[config.mk]
export PLATFORM = sky130hd
export DESIGN_NAME = snow_keystream_out
export DESIGN_NICKNAME = d
export VERILOG_FILES = /design/src/rtl/snow_keystream_out.sv
export SDC_FILE = /design/constraint.sdc
export NUM_CORES = 1
export LEC_CHECK = 0
export ABC_AREA = 1
export BUFFER_PORTS_ARGS = -buffer_cell sky130_fd_sc_hd__buf_4
export CORE_ASPECT_RATIO = 0.75
export CORE_MARGIN = 2
export CORE_UTILIZATION = 50
export CTS_CLUSTER_SIZE = 10
export DETAILED_ROUTE_END_ITERATION = 10
export GPL_TIMING_DRIVEN = 0
export PLACE_DENSITY_LB_ADDON = 0.15
export SYNTH_ARGS = -nofsm -noshare
export SYNTH_HDL_FRONTEND = slang
export SYNTH_SLANG_ARGS = --single-unit
[constraint.sdc]
create_clock -name clk -period 5.63 [get_ports clk]
set_input_delay 1.126 -clock clk [delete_from_list [all_inputs] [get_ports clk]]
set_output_delay 1.126 -clock clk [all_outputs]
set_load 0.03 [all_outputs]
[src/rtl/snow_keystream_out.sv]
// SNOW 2.0 keystream output stage.
// Forms F = sum ^ r2 from the adder result. During INIT, F goes back to the LFSR
// as feedback. One word is then discarded. In RUN, z = F ^ s0 is buffered and
// handed to the consumer. lfsr_adv is issued against credits so that every word
// already in flight always has somewhere to land.
module snow_keystream_out #(
    parameter int FIFO_DEPTH  = 4,
    parameter int INIT_ROUNDS = 32
) (
    input  logic        clk,
    input  logic        rst_n,
    input  logic        start,
    input  logic [31:0] sum,
    input  logic        sum_vld,
    input  logic [31:0] r2,
    input  logic [31:0] s0,
    output logic        lfsr_adv,
    output logic [31:0] fb_word,
    output logic        fb_vld,
    output logic [31:0] z,
    output logic        z_valid,
    input  logic        z_ready,
    output logic        busy,
    output logic        err
);

    localparam int PW = (FIFO_DEPTH > 1) ? $clog2(FIFO_DEPTH) : 1;
    localparam int CW = $clog2(FIFO_DEPTH + 1);
    localparam int RW = $clog2(INIT_ROUNDS + 1);
    localparam logic [CW:0]   DEPTH_V  = (CW + 1)'(FIFO_DEPTH);
    localparam logic [RW-1:0] ROUNDS_V = RW'(INIT_ROUNDS);

    typedef enum logic [1:0] {IDLE, INIT, DISCARD, RUN} state_t;

    state_t        state;
    state_t        state_nxt;
    logic [CW-1:0] outstanding;
    logic [CW-1:0] fifo_count;
    logic [PW-1:0] wr_ptr;
    logic [PW-1:0] rd_ptr;
    logic [RW-1:0] round_cnt;
    logic          disc_issued;
    logic [31:0]   mem [FIFO_DEPTH];

    logic          start_acc;
    logic          word_acc;
    logic          push;
    logic          pop;
    logic [CW:0]   credit_used;

    // A word from the adder is only genuine when a step is outstanding.
    // A restart is only safe when nothing is still in flight.
    assign start_acc   = start && (outstanding == '0);
    assign word_acc    = sum_vld && (outstanding != '0);
    assign credit_used = {1'b0, fifo_count} + {1'b0, outstanding};
    assign push        = word_acc && (state == RUN);
    assign pop         = z_valid && z_ready;

    assign z_valid = (fifo_count != '0);
    assign z       = z_valid ? mem[rd_ptr] : 32'h0;
    assign busy    = (state != IDLE);

    // Next-state and LFSR stepping decision.
    // An accepted start suppresses stepping, so INIT begins with nothing in flight.
    always_comb begin
        state_nxt = state;
        lfsr_adv  = 1'b0;
        case (state)
            IDLE: begin
                lfsr_adv = 1'b0;
            end
            INIT: begin
                lfsr_adv = (outstanding == '0) && (round_cnt < ROUNDS_V);
                if ((round_cnt == ROUNDS_V) && (outstanding == '0))
                    state_nxt = DISCARD;
            end
            DISCARD: begin
                lfsr_adv = !disc_issued;
                if (word_acc)
                    state_nxt = RUN;
            end
            RUN: begin
                lfsr_adv = (credit_used < DEPTH_V);
            end
            default: state_nxt = IDLE;
        endcase
        if (start_acc) begin
            state_nxt = INIT;
            lfsr_adv  = 1'b0;
        end
    end

    // Control state: FSM, in-flight count, round counter, error flag and feedback register.
    always_ff @(posedge clk or negedge rst_n) begin
        if (!rst_n) begin
            state       <= IDLE;
            outstanding <= '0;
            round_cnt   <= '0;
            disc_issued <= 1'b0;
            err         <= 1'b0;
            fb_vld      <= 1'b0;
            fb_word     <= 32'h0;
        end else begin
            state  <= state_nxt;
            fb_vld <= 1'b0;

            if (lfsr_adv && !word_acc)
                outstanding <= outstanding + 1'b1;
            else if (!lfsr_adv && word_acc)
                outstanding <= outstanding - 1'b1;

            if (start_acc)
                round_cnt <= '0;
            else if ((state == INIT) && word_acc)
                round_cnt <= round_cnt + 1'b1;

            if (start_acc)
                disc_issued <= 1'b0;
            else if ((state == DISCARD) && lfsr_adv)
                disc_issued <= 1'b1;

            if (start_acc)
                err <= 1'b0;
            else if (sum_vld && (outstanding == '0))
                err <= 1'b1;

            if ((state == INIT) && word_acc) begin
                fb_vld  <= 1'b1;
                fb_word <= sum ^ r2;
            end
        end
    end

    // Keystream FIFO bookkeeping. Pointers wrap naturally at the power-of-two depth.
    always_ff @(posedge clk or negedge rst_n) begin
        if (!rst_n) begin
            wr_ptr     <= '0;
            rd_ptr     <= '0;
            fifo_count <= '0;
        end else if (start_acc) begin
            wr_ptr     <= '0;
            rd_ptr     <= '0;
            fifo_count <= '0;
        end else begin
            if (push)
                wr_ptr <= wr_ptr + 1'b1;
            if (pop)
                rd_ptr <= rd_ptr + 1'b1;
            if (push && !pop)
                fifo_count <= fifo_count + 1'b1;
            else if (!push && pop)
                fifo_count <= fifo_count - 1'b1;
        end
    end

    // Keystream storage. No reset is needed because z is gated by z_valid.
    always_ff @(posedge clk) begin
        if (push)
            mem[wr_ptr] <= sum ^ r2 ^ s0;
    end

endmodule
# Word-level counts from Yosys, hierarchy flattened
# Memory sizes are Yosys's and may differ from the RTL's.
# Index checks and enable logic that the tools add are counted.
# op_classes
addsub,8
n_reduce_logical,32
n_bitwise,2
n_lt_le_gt_ge,2
muxes,25
n_eq_ne,6
# op_table
cell,n
$xor A32 B32 Y32,2
$mux W32,1
$mux W3,5
$mux W2,7
$reduce_bool A2 Y1,7
$logic_and A1 B1 Y1,13
$mux W6,2
$reduce_bool A3 Y1,4
$mux W1,8
$add A3 B1 Y3 const B,2
$add A6 B1 Y6 const B,1
$eq A6 B6 Y1 const B,1
$lt A6 B6 Y1 const B,1
$ne A3 B3 Y1 const B,2
$sub A3 B1 Y3 const B,2
$logic_not A1 Y1,5
$add A2 B1 Y2 const B,2
$add A3 B3 Y4,1
$eq A2 B2 Y1 const B,2
$lt A4 B3 Y1 const B,1
$pmux W1 S4,1
$pmux W2 S2,1
$logic_not A3 Y1,1
$reduce_and A3 Y1,1
other kinds (2),2
# word_totals
ramBits,128
in_bits,101
mem_count,1
reg_bits,53
# memory_table
memory,depth,word_bits,rd,rd_clocked_by_memory_dff,write_ports,line,text
mem,4,32,1,0,1,43,logic [31:0] mem [FIFO_DEPTH];

# Depth between registers and ports, before layout
# Gate-level depths: netlist (run 1).
# logic_depth
word_depth,8
ltp_mapped,14
depth_no_buf,13

# Worst setup path after synthesis (run 1)
# Ideal clock, no wire load.
# synth_timing
path_kind,input to register
startpoint,input sum_vld
endpoint,"memory mem[0][0], enable pin"
required_ns,5.209
setup_ns,0.421
path_stages,2
slack_ns,2.619
path_buffers,0
arrival_time_ns,2.590
cell_sequence,nand3_4 > nor2_1
# synth_between
elab_chain_cells,4
# synth_lines
element,line,text
"start, declared",14,"input logic sum_vld,"
$logic_and A1 B1 Y1,54,assign word_acc = sum_vld && (outstanding != '0);
$logic_and A1 B1 Y1,56,assign push = word_acc && (state == RUN);
$mux W1,158,if (push)
$mux W1 (implied by the code),159,mem[wr_ptr] <= sum ^ r2 ^ s0;
"end, declared",43,
# Every way passes these cells.

# Worst setup path after layout (run 1)
# layout_timing
startpoint,register rd_ptr[0]
endpoint,output z[23]
# layout_between
elab_chain_cells,2
# layout_lines
element,line,text
"start, declared",40,logic [PW-1:0] rd_ptr;
"start signal, assigned",148,rd_ptr <= rd_ptr + 1'b1;
$mem_v2 Z4 W32,-,
$mux W32,60,assign z = z_valid ? mem[rd_ptr] : 32'h0;
"end, declared",20,"output logic [31:0] z,"
# Every way passes these cells.

==> results_tabular.tex, run 1 <==
\begin{tabular}{lr}
\hline
Metric & Value \\
\hline
\multicolumn{2}{l}{\textbf{Clock network}} \\
\quad Clock-pin transition on the worst setup and hold timing paths & 0.07 ns \\
\quad PostCTS Resize Cnt & 0 \\
\quad Cts bufs inserted & 17 \\
\quad Latest clock arrival within the worst-skew pair & 0.43 ns \\
\quad Post-CTS setup buffers & 0 \\
\quad TritonCTS clock tree & built \\
\quad CTS Hold Bufs & 0 \\
\quad Total clock sinks & about 180 \\
\quad Maximum root-to-sink buffer count & 2 \\
\quad Clock root cell & clkbuf\_16 \\
\quad Number of levels in the clock H-tree & 4 \\
\multicolumn{2}{l}{\textbf{Route}} \\
\quad Remaining number of nets flagged by the antenna check after routing & 0 \\
\quad Detailed-route wire length per cell & 16.6 um \\
\quad Total via count in the routed design & 5863 \\
\quad Iteration-0 DRC count of the detailed router & 411 \\
\quad Number of iterations in the first detailed-routing pass & 5 \\
\quad Remaining DRCs & 0 \\
\quad Drt total wl & 19.1 mm \\
\quad Number of vias per cell & 5.10 \\
\multicolumn{2}{l}{\textbf{Floorplan}} \\
\quad Number of rows created at floorplan & 40 \\
\quad Standard cell core area & between 15000 and 20000 sq um \\
\quad Die area & 17000 sq um \\
\quad Die Span X & 150 um \\
\quad Starting density of the core & 50.6\% \\
\quad Io pins & 170 \\
\quad Die height & between 100 and 150 um \\
\multicolumn{2}{l}{\textbf{Placed design}} \\
\quad Worst Setup Slack post-DPL & 2.62 ns \\
\quad Post-Place Cell Area & 9650 sq um \\
\quad Count of port buffers added during placement & 169 \\
\quad DP Wirelength & around 13 mm \\
\quad Final weighted congestion of routability-driven global placement & between 0.7 and 0.8 \\
\multicolumn{2}{l}{\textbf{STA}} \\
\quad Worst slew pin tran & 0.746 ns \\
\quad Top achievable clock speed & approximately 300 MHz \\
\quad Final period demand of the worst path & between 3 and 4 ns \\
\quad Portion of the clock cycle consumed by the worst path in the final layout & 59.3\% \\
\quad Accumulated negative setup slack & 0 ns \\
\quad Relative slew margins & 50.3\% \\
\quad Final Max Tran Viols & 0 \\
\quad Final worst clock skew & 0.00766 ns \\
\quad Worst hold slack after final layout & 0.479 ns \\
\quad Setup Viol. Count Final & 0 \\
\quad Final hold violations & 0 \\
\quad Worst Setup Slack, final & 2.29 ns \\
\quad Unrepaired setup endpoints after global routing & false \\
\multicolumn{2}{l}{\textbf{Yosys}} \\
\quad Number of storage elements in the synthesis netlist & 181 \\
\quad Share of synthesized registers carrying an async set or reset & about 29\% \\
\quad Average instance area after synthesis & about 11 sq um \\
\quad Leading register cell type out of synthesis & edfxtp\_1 \\
\quad Dominant cell by count in the synthesized netlist & nor2\_1 \\
\quad Dominant cell type by area after synthesis & edfxtp\_1 \\
\quad Post-Syn Area & 8010 sq um \\
\quad Top cells by instance count after synthesis & nor2\_1, edfxtp\_1, nand2\_1 \\
\quad Number of nets in the synthesized netlist & 847 \\
\quad Top cells by area, synth & edfxtp\_1, dfrtp\_1, xor2\_1 \\
\quad Fraction of synthesized cell area taken by the top area cell type & around 48\% \\
\quad Register area share after synthesis & 64.6\% \\
\quad Synthesized instance count & between 700 and 800 \\
\quad Number of enable flip-flop cells after synthesis & 128 \\
\quad Number of distinct standard cells referenced by the synthesized netlist & 31 \\
\quad Count of synthesis-stage warnings from yosys & 0 \\
\multicolumn{2}{l}{\textbf{Final layout}} \\
\quad Layout Area Growth over Synthesis & 28.2\% \\
\quad Ratio of cells with drive above 1 in the final layout & 25.4\% \\
\quad Net count, final & roughly 1.0k \\
\quad Area used by multi-input combinational logic & around 2500 sq um \\
\quad Final core utilization & 64.9\% \\
\quad Register Area & 5170 sq um \\
\quad Filler cell count & 1244 \\
\quad Post-layout instance area & 10300 sq um \\
\quad Number of diodes added for antenna fixing & 0 \\
\multicolumn{2}{l}{\textbf{Worst setup path}} \\
\quad Critical-path top delay cell & clkbuf\_1 \\
\quad Data required time of the worst path & roughly 4.5 ns \\
\quad Arrival time worst endpoint & 2.21 ns \\
\quad Longest individual stage delay on the worst path & 0.49 ns \\
\quad Critical path launch point type & flop \\
\quad Setup crit end kind & output port \\
\quad Count of buffer and inverter cells on the critical path & 4 \\
\quad Ordered cell list for the critical path & inv\_2, buf\_2, clkbuf\_1, o21ai\_0, a21oi\_1, buf\_4 \\
\quad Type of the worst setup path & flop to output port \\
\quad Family with the most delay on the worst path & buffers and inverters \\
\quad Maximum fanout along the worst path & 10 \\
\multicolumn{2}{l}{\textbf{Run status}} \\
\quad Run status & finished clean \\
\multicolumn{2}{l}{\textbf{Global route}} \\
\quad Total global routing track utilization & 23.2\% \\
\quad Wire length of the first global-routing pass & 29.7 mm \\
\quad Maximum number of pins on one net before global-route repair & 54 \\
\quad Sum of overflow across all layers after global routing & 0 \\
\quad Via count of the first global-routing pass & 5797 \\
\quad Antenna violations before repair & 0 \\
\multicolumn{2}{l}{\textbf{Run}} \\
\quad Maxcap violations & 0 \\
\multicolumn{2}{l}{\textbf{Pwr}} \\
\quad Power per unit of standard cell area & around 570 nW/um\^{}2 \\
\quad Cell leakage power & 4.42 nW \\
\quad Peak ir drop on the vdd network & 0.000330 V \\
\multicolumn{2}{l}{\textbf{Min path}} \\
\quad Worst hold path type & flop to flop \\
\hline
\end{tabular}
[placed cells by master, fill, tap and decap left out, types with 3 or more instances in the layout]
cell	n
clkbuf_16	17
nand4_1	5
inv_1	31
xor2_1	66
nor2_1	140
clkbuf_1	14
edfxtp_1	128
nand3_1	11
buf_12	4
o21ai_0	65
buf_6	4
a21oi_1	38
dfrtp_1	53
inv_2	3
nand2_1	123
nor2_4	4
o21ai_1	10
bufinv_16	4
clkinvlp_4	5
ha_1	9
buf_2	11
buf_4	175
[routing by layer]
metal	part of all wire [%]	GRT usage, %	vias to the layer above	wire length [um]
met4	1.1	6.35	0	205
met3	6.9	5.40	18	1310
met1	44	31.0	2824	8320
met2	48	38.4	193	9230
li1	-	-	2828	-
met5	0	0	-	0
[state kept, by name, indices dropped and copies added (netlist names)]
name,count
outstanding,3
state,2
disc_issued,1
wr_ptr,2
mem,128
round_cnt,6
fb_vld,1
fb_word,32
err,1
fifo_count,3
rd_ptr,2
[through the flow]
step | power (W) | std cells
after CTS | 0.00592 | 1150
after detailed placement | 0.00468 | 1118
final | 0.00588 | 1150
after floorplan | 0.00363 | 735
after global placement | 0.00459 | 1114
after global routing | 0.00624 | 1150
[path summary, 6_finish.rpt]
check | to | slack, ns | depth (start not counted) | startpoint
setup / recovery | z[23] | 2.29 | 6 | rd_ptr[0]
hold / removal | fb_word[15] | 0.48 | 2 | fb_word[15]
setup reg to reg | outstanding[2] | 3.34 | 13 | fifo_count[2]
hold reg to reg | fb_word[15] | 0.48 | 2 | fb_word[15]
max in group asynchronous | fb_word[10] | 4.37 | 1 | rst_n
min in group asynchronous | fb_word[22] | 0.75 | 1 | rst_n
[cell families (layout without fill, tap and decap cells)]
| logic type | count (synthesis) | in the layout | share of synthesized area [%] |
|---|---|---|---|
| buffers and inverters | 67 | 272 | 3.99 |
| flip-flops | 181 | 181 | 64.6 |
| adder cells (fa/ha/maj) | 11 | 11 | 1.91 |
| XOR/XNOR | 67 | 67 | 7.33 |
| multiplexers | 1 | 1 | 0.141 |
| AND/OR/NAND/NOR | 293 | 293 | 14.8 |
| AO/OA/AOI/OAI | 115 | 115 | 7.25 |
[worst register-to-register path, delay by kind of cell (launching register included)]
family	cells	cell delay [ns]
simple gates	5	0.54
flops	1	0.41
xor+xnor	1	0.15
fa+ha+maj	3	0.80
buf+inv	2	0.15
compound gates	2	0.17
[area by class of cell]
cell class,instances,area share [%]
plain buffers,33,1.87
clock buffers,20,4.25
clock inverters,12,1.76
inverters,34,1.24
multi-input cells,487,24.8
flip-flops and latches,181,50.4
well taps,210,2.56
repair buffers,173,13.1
[where the power goes]
group | switching [W] | internal, W | total [W] | leakage (nW)
registers | 0.000135 | 0.00170 | 0.00184 | 1.80
clock network | 0.000493 | 0.000744 | 0.00124 | 0.283
logic | 0.00186 | 0.000949 | 0.00281 | 2.34
total | 0.00249 | 0.00340 | 0.00588 | 4.42
Power figures use the tool's default switching activity.
==> run 2: changes to the inputs <==
--- a/config.mk
+++ b/config.mk
@@ -9,7 +9,7 @@
 export BUFFER_PORTS_ARGS = -buffer_cell sky130_fd_sc_hd__buf_4
 export CORE_ASPECT_RATIO = 0.75
 export CORE_MARGIN = 2
-export CORE_UTILIZATION = 50
+export CORE_UTILIZATION = 49
 export CTS_CLUSTER_SIZE = 10
 export DETAILED_ROUTE_END_ITERATION = 10
 export GPL_TIMING_DRIVEN = 0
==> constraint.sdc (replaced) <==
create_clock -name clk -period 2.69 [get_ports clk]
set_input_delay 0.538 -clock clk [delete_from_list [all_inputs] [get_ports clk]]
set_output_delay 0.538 -clock clk [all_outputs]
set_load 0.03 [all_outputs]
==> run 2 against run 1 <==
Effect of this change: hold slack lost 0.30 ns; first-iteration DRC count increased by 16%; non-clock buffer count did not move; wire length fell by 1.5%; critical endpoint is now z[21]; largest cell class unchanged; highest routed layer unchanged.
==> results_tabular.tex, run 2 (synthesized netlist as in run 1, its figures left out) <==
\begin{tabular}{lr}
\hline
Metric & Value \\
\hline
\multicolumn{2}{l}{\textbf{Run status}} \\
\quad Run status & finished clean \\
\multicolumn{2}{l}{\textbf{Min path}} \\
\quad Worst hold path type & input port to asynchronous set/reset pin \\
\multicolumn{2}{l}{\textbf{Final layout}} \\
\quad Number of diodes added for antenna fixing & 0 (unchanged) \\
\quad Leading cell types in the layout, fill and taps excluded & buf\_4, nor2\_1, edfxtp\_1 \\
\quad Most common cell after layout, fill and taps aside & buf\_4 \\
\quad Number of flip-flops in the largest register & 128 (unchanged) \\
\quad Ratio of cells with drive above 1 in the final layout & 25.7\% (+0.32 points) \\
\quad Top reg by flops & mem \\
\quad Filler cell count & 1247 (+0.24\%) \\
\quad Net count, final & 1039 (unchanged) \\
\quad Layout Area Growth over Synthesis & 27.6\% \\
\quad Post-layout instance area & 10200 sq um (-0.46\%) \\
\quad Largest registers & mem (128), fb\_word (32), round\_cnt (6) \\
\multicolumn{2}{l}{\textbf{STA}} \\
\quad Unrepaired setup endpoints after global routing & false \\
\quad Worst slew pin tran & 0.753 ns (+0.00730 ns) \\
\quad Setup Viol. Count Final & 0 (unchanged) \\
\quad Final Max Tran Viols & 0 (unchanged) \\
\quad Portion of the clock cycle consumed by the worst path in the final layout & 94.2\% \\
\quad Final worst clock skew & 0.00765 ns (-0.0000118 ns) \\
\quad Final hold violations & 0 (unchanged) \\
\quad Worst hold slack after final layout & 0.183 ns (-0.295 ns) \\
\quad Top achievable clock speed & 395 MHz \\
\quad Relative slew margins & 49.8\% (-0.49 points) \\
\quad Final period demand of the worst path & 2.53 ns \\
\multicolumn{2}{l}{\textbf{Placed design}} \\
\quad DP Wirelength & 12.8 mm (about the same) \\
\quad Final weighted congestion of routability-driven global placement & 0.818 (+4.5\%) \\
\quad Post-Place Cell Area & 9660 sq um (+0.16\%) \\
\quad Count of port buffers added during placement & 169 (unchanged) \\
\multicolumn{2}{l}{\textbf{Pwr}} \\
\quad Power per unit of standard cell area & 1180 nW/um\^{}2 (+110\%) \\
\quad Cell-internal power & 0.00692 W (+100\%) \\
\quad Peak ir drop on the vdd network & 0.000570 V (+73\%) \\
\quad Portion of total power attributed to sequential cells & 32.0\% (+0.7 points) \\
\quad Combinational cell fraction of total power & 48.9\% (+1.2 points) \\
\quad Sw Ratio & 42.6\% (+0.34 points) \\
\quad Cell leakage power & 4.44 nW (+0.28\%) \\
\quad Net Sw Power & 0.00514 W (+110\%) \\
\quad Clock network power share & 19.0\% (-2.0 points) \\
\multicolumn{2}{l}{\textbf{Worst setup path}} \\
\quad Critical-path top delay cell & dfrtp\_1 \\
\quad Longest individual stage delay on the worst path & 0.39 ns (-0.10 ns) \\
\quad Type of the worst setup path & flop to output port \\
\quad Family with the most delay on the worst path & buffers and inverters \\
\quad Critical path launch point type & flop \\
\quad Ordered cell list for the critical path & inv\_2, buf\_2, clkbuf\_2, o21ai\_0, a21oi\_1, buf\_4 \\
\quad Data required time of the worst path & 2.15 ns (-2.35 ns) \\
\quad Arrival time worst endpoint & 2.00 ns (-0.21 ns) \\
\quad Count of buffer and inverter cells on the critical path & 4 (unchanged) \\
\quad Setup crit end kind & output port \\
\quad Maximum fanout along the worst path & 10 (unchanged) \\
\multicolumn{2}{l}{\textbf{Route}} \\
\quad Drt total wl & 18.8 mm (-1.5\%) \\
\quad Remaining number of nets flagged by the antenna check after routing & 0 (unchanged) \\
\quad Detailed-route wire length per cell & 16.3 um (-1.5\%) \\
\quad Number of iterations in the first detailed-routing pass & 5 (unchanged) \\
\quad Iteration-0 DRC count of the detailed router & 476 (+16\%) \\
\quad Total via count in the routed design & 5795 (-1.2\%) \\
\quad Remaining DRCs & 0 (unchanged) \\
\quad Number of vias per cell & 5.04 (-1.2\%) \\
\multicolumn{2}{l}{\textbf{Clock network}} \\
\quad Latest clock arrival within the worst-skew pair & 0.42 ns (about the same) \\
\quad Total clock sinks & 181 (unchanged) \\
\quad TritonCTS clock tree & built \\
\quad Cts bufs inserted & 17 (unchanged) \\
\quad Clock root cell & clkbuf\_16 \\
\quad CTS Hold Bufs & 0 (unchanged) \\
\quad Number of levels in the clock H-tree & 4 (unchanged) \\
\quad Maximum root-to-sink buffer count & 2 (unchanged) \\
\quad Clock-pin transition on the worst setup and hold timing paths & 0.06 ns (about the same) \\
\multicolumn{2}{l}{\textbf{Floorplan}} \\
\quad Starting density of the core & 50.0\% (-0.63 points) \\
\quad Die height & 115 um (+0.98\%) \\
\quad Die Span X & 152 um (+0.99\%) \\
\quad Io pins & 170 (unchanged) \\
\quad Die area & 17400 sq um (+2.0\%) \\
\quad Number of rows created at floorplan & 40 (unchanged) \\
\quad Standard cell core area & 16000 sq um (+1.3\%) \\
\multicolumn{2}{l}{\textbf{Run}} \\
\quad Maxcap violations & 0 (unchanged) \\
\multicolumn{2}{l}{\textbf{Global route}} \\
\quad Maximum number of pins on one net before global-route repair & 54 (unchanged) \\
\quad Sum of overflow across all layers after global routing & 0 (unchanged) \\
\quad Wire length of the first global-routing pass & 29.1 mm (-2.1\%) \\
\quad Via count of the first global-routing pass & 5755 (-0.72\%) \\
\quad Antenna violations before repair & 0 (unchanged) \\
\quad Total global routing track utilization & 22.4\% (-0.81 points) \\
\hline
\end{tabular}
## run 2: layer usage
metal / share of wire (%) / GRT usage, % / routed length, um / vias to the layer above
met1: 44 / 29.7 / 8190 / 2726
met4: 0.63 / 5.43 / 119 / 0
li1: - / - / - / 2828
met5: 0 / 0 / 0 / -
met3: 7.7 / 5.26 / 1450 / 12
met2: 48 / 37.6 / 9010 / 229
## run 2: through the flow
step	power, W	cells	setup WS, ns	TNS [ns]	util (%)
6_report	0.0121	1150	0.155	0	63.8
5_1_grt	0.0128	1150	0.0408	0	63.8
2_1_floorplan	0.00759	735	0.220	0	-
4_1_cts	0.0121	1150	0.00981	0	63.7
3_3_place_gp	0.00962	1114	-1.06	-129.63	59.5
3_5_place_dp	0.00982	1118	0.376	0	60.3
## run 2: layout make-up
type	instances	area (sq um)	share of cell area [%]
plain buffers	33	200	1.96
clock buffers	27	493	4.83
clock inverters	5	48.8	0.478
inverters	34	128	1.25
multi-input cells	487	2550	25.0
flip-flops and latches	181	5170	50.6
well taps	210	263	2.57
repair buffers	173	1360	13.3
## run 2: power groups by stage
| stage | clock (W) | combinational, W | sequential, W |
|---|---|---|---|
| after floorplan | 0 | 0.00324 | 0.00435 |
| after global placement | 0 | 0.00572 | 0.00390 |
| after detailed placement | 0 | 0.00591 | 0.00391 |
| after CTS | 0.00232 | 0.00594 | 0.00387 |
| after global routing | 0.00244 | 0.00642 | 0.00392 |
| final | 0.00230 | 0.00590 | 0.00386 |
## run 2: repair_timing
action / CTS / global route
setup buffers: 0 / 0
endpoints found under the setup margin: 7 / 10
gates cloned: 0 / 0
resized for setup: 5 / 5
## run 2: path summary, 6_finish.rpt
kind                           startpoint             end  slack (ns)  depth (start not counted)
setup / recovery                rd_ptr[0]           z[21]        0.16                          6
hold / removal                      rst_n        state[0]        0.18                          1
setup reg to reg           outstanding[1]  outstanding[1]        0.39                         10
hold reg to reg                fb_word[5]      fb_word[5]        0.47                          2
max in group asynchronous           rst_n     fb_word[12]        2.01                          1
min in group clk                   sum[4]      fb_word[4]        0.42                          4
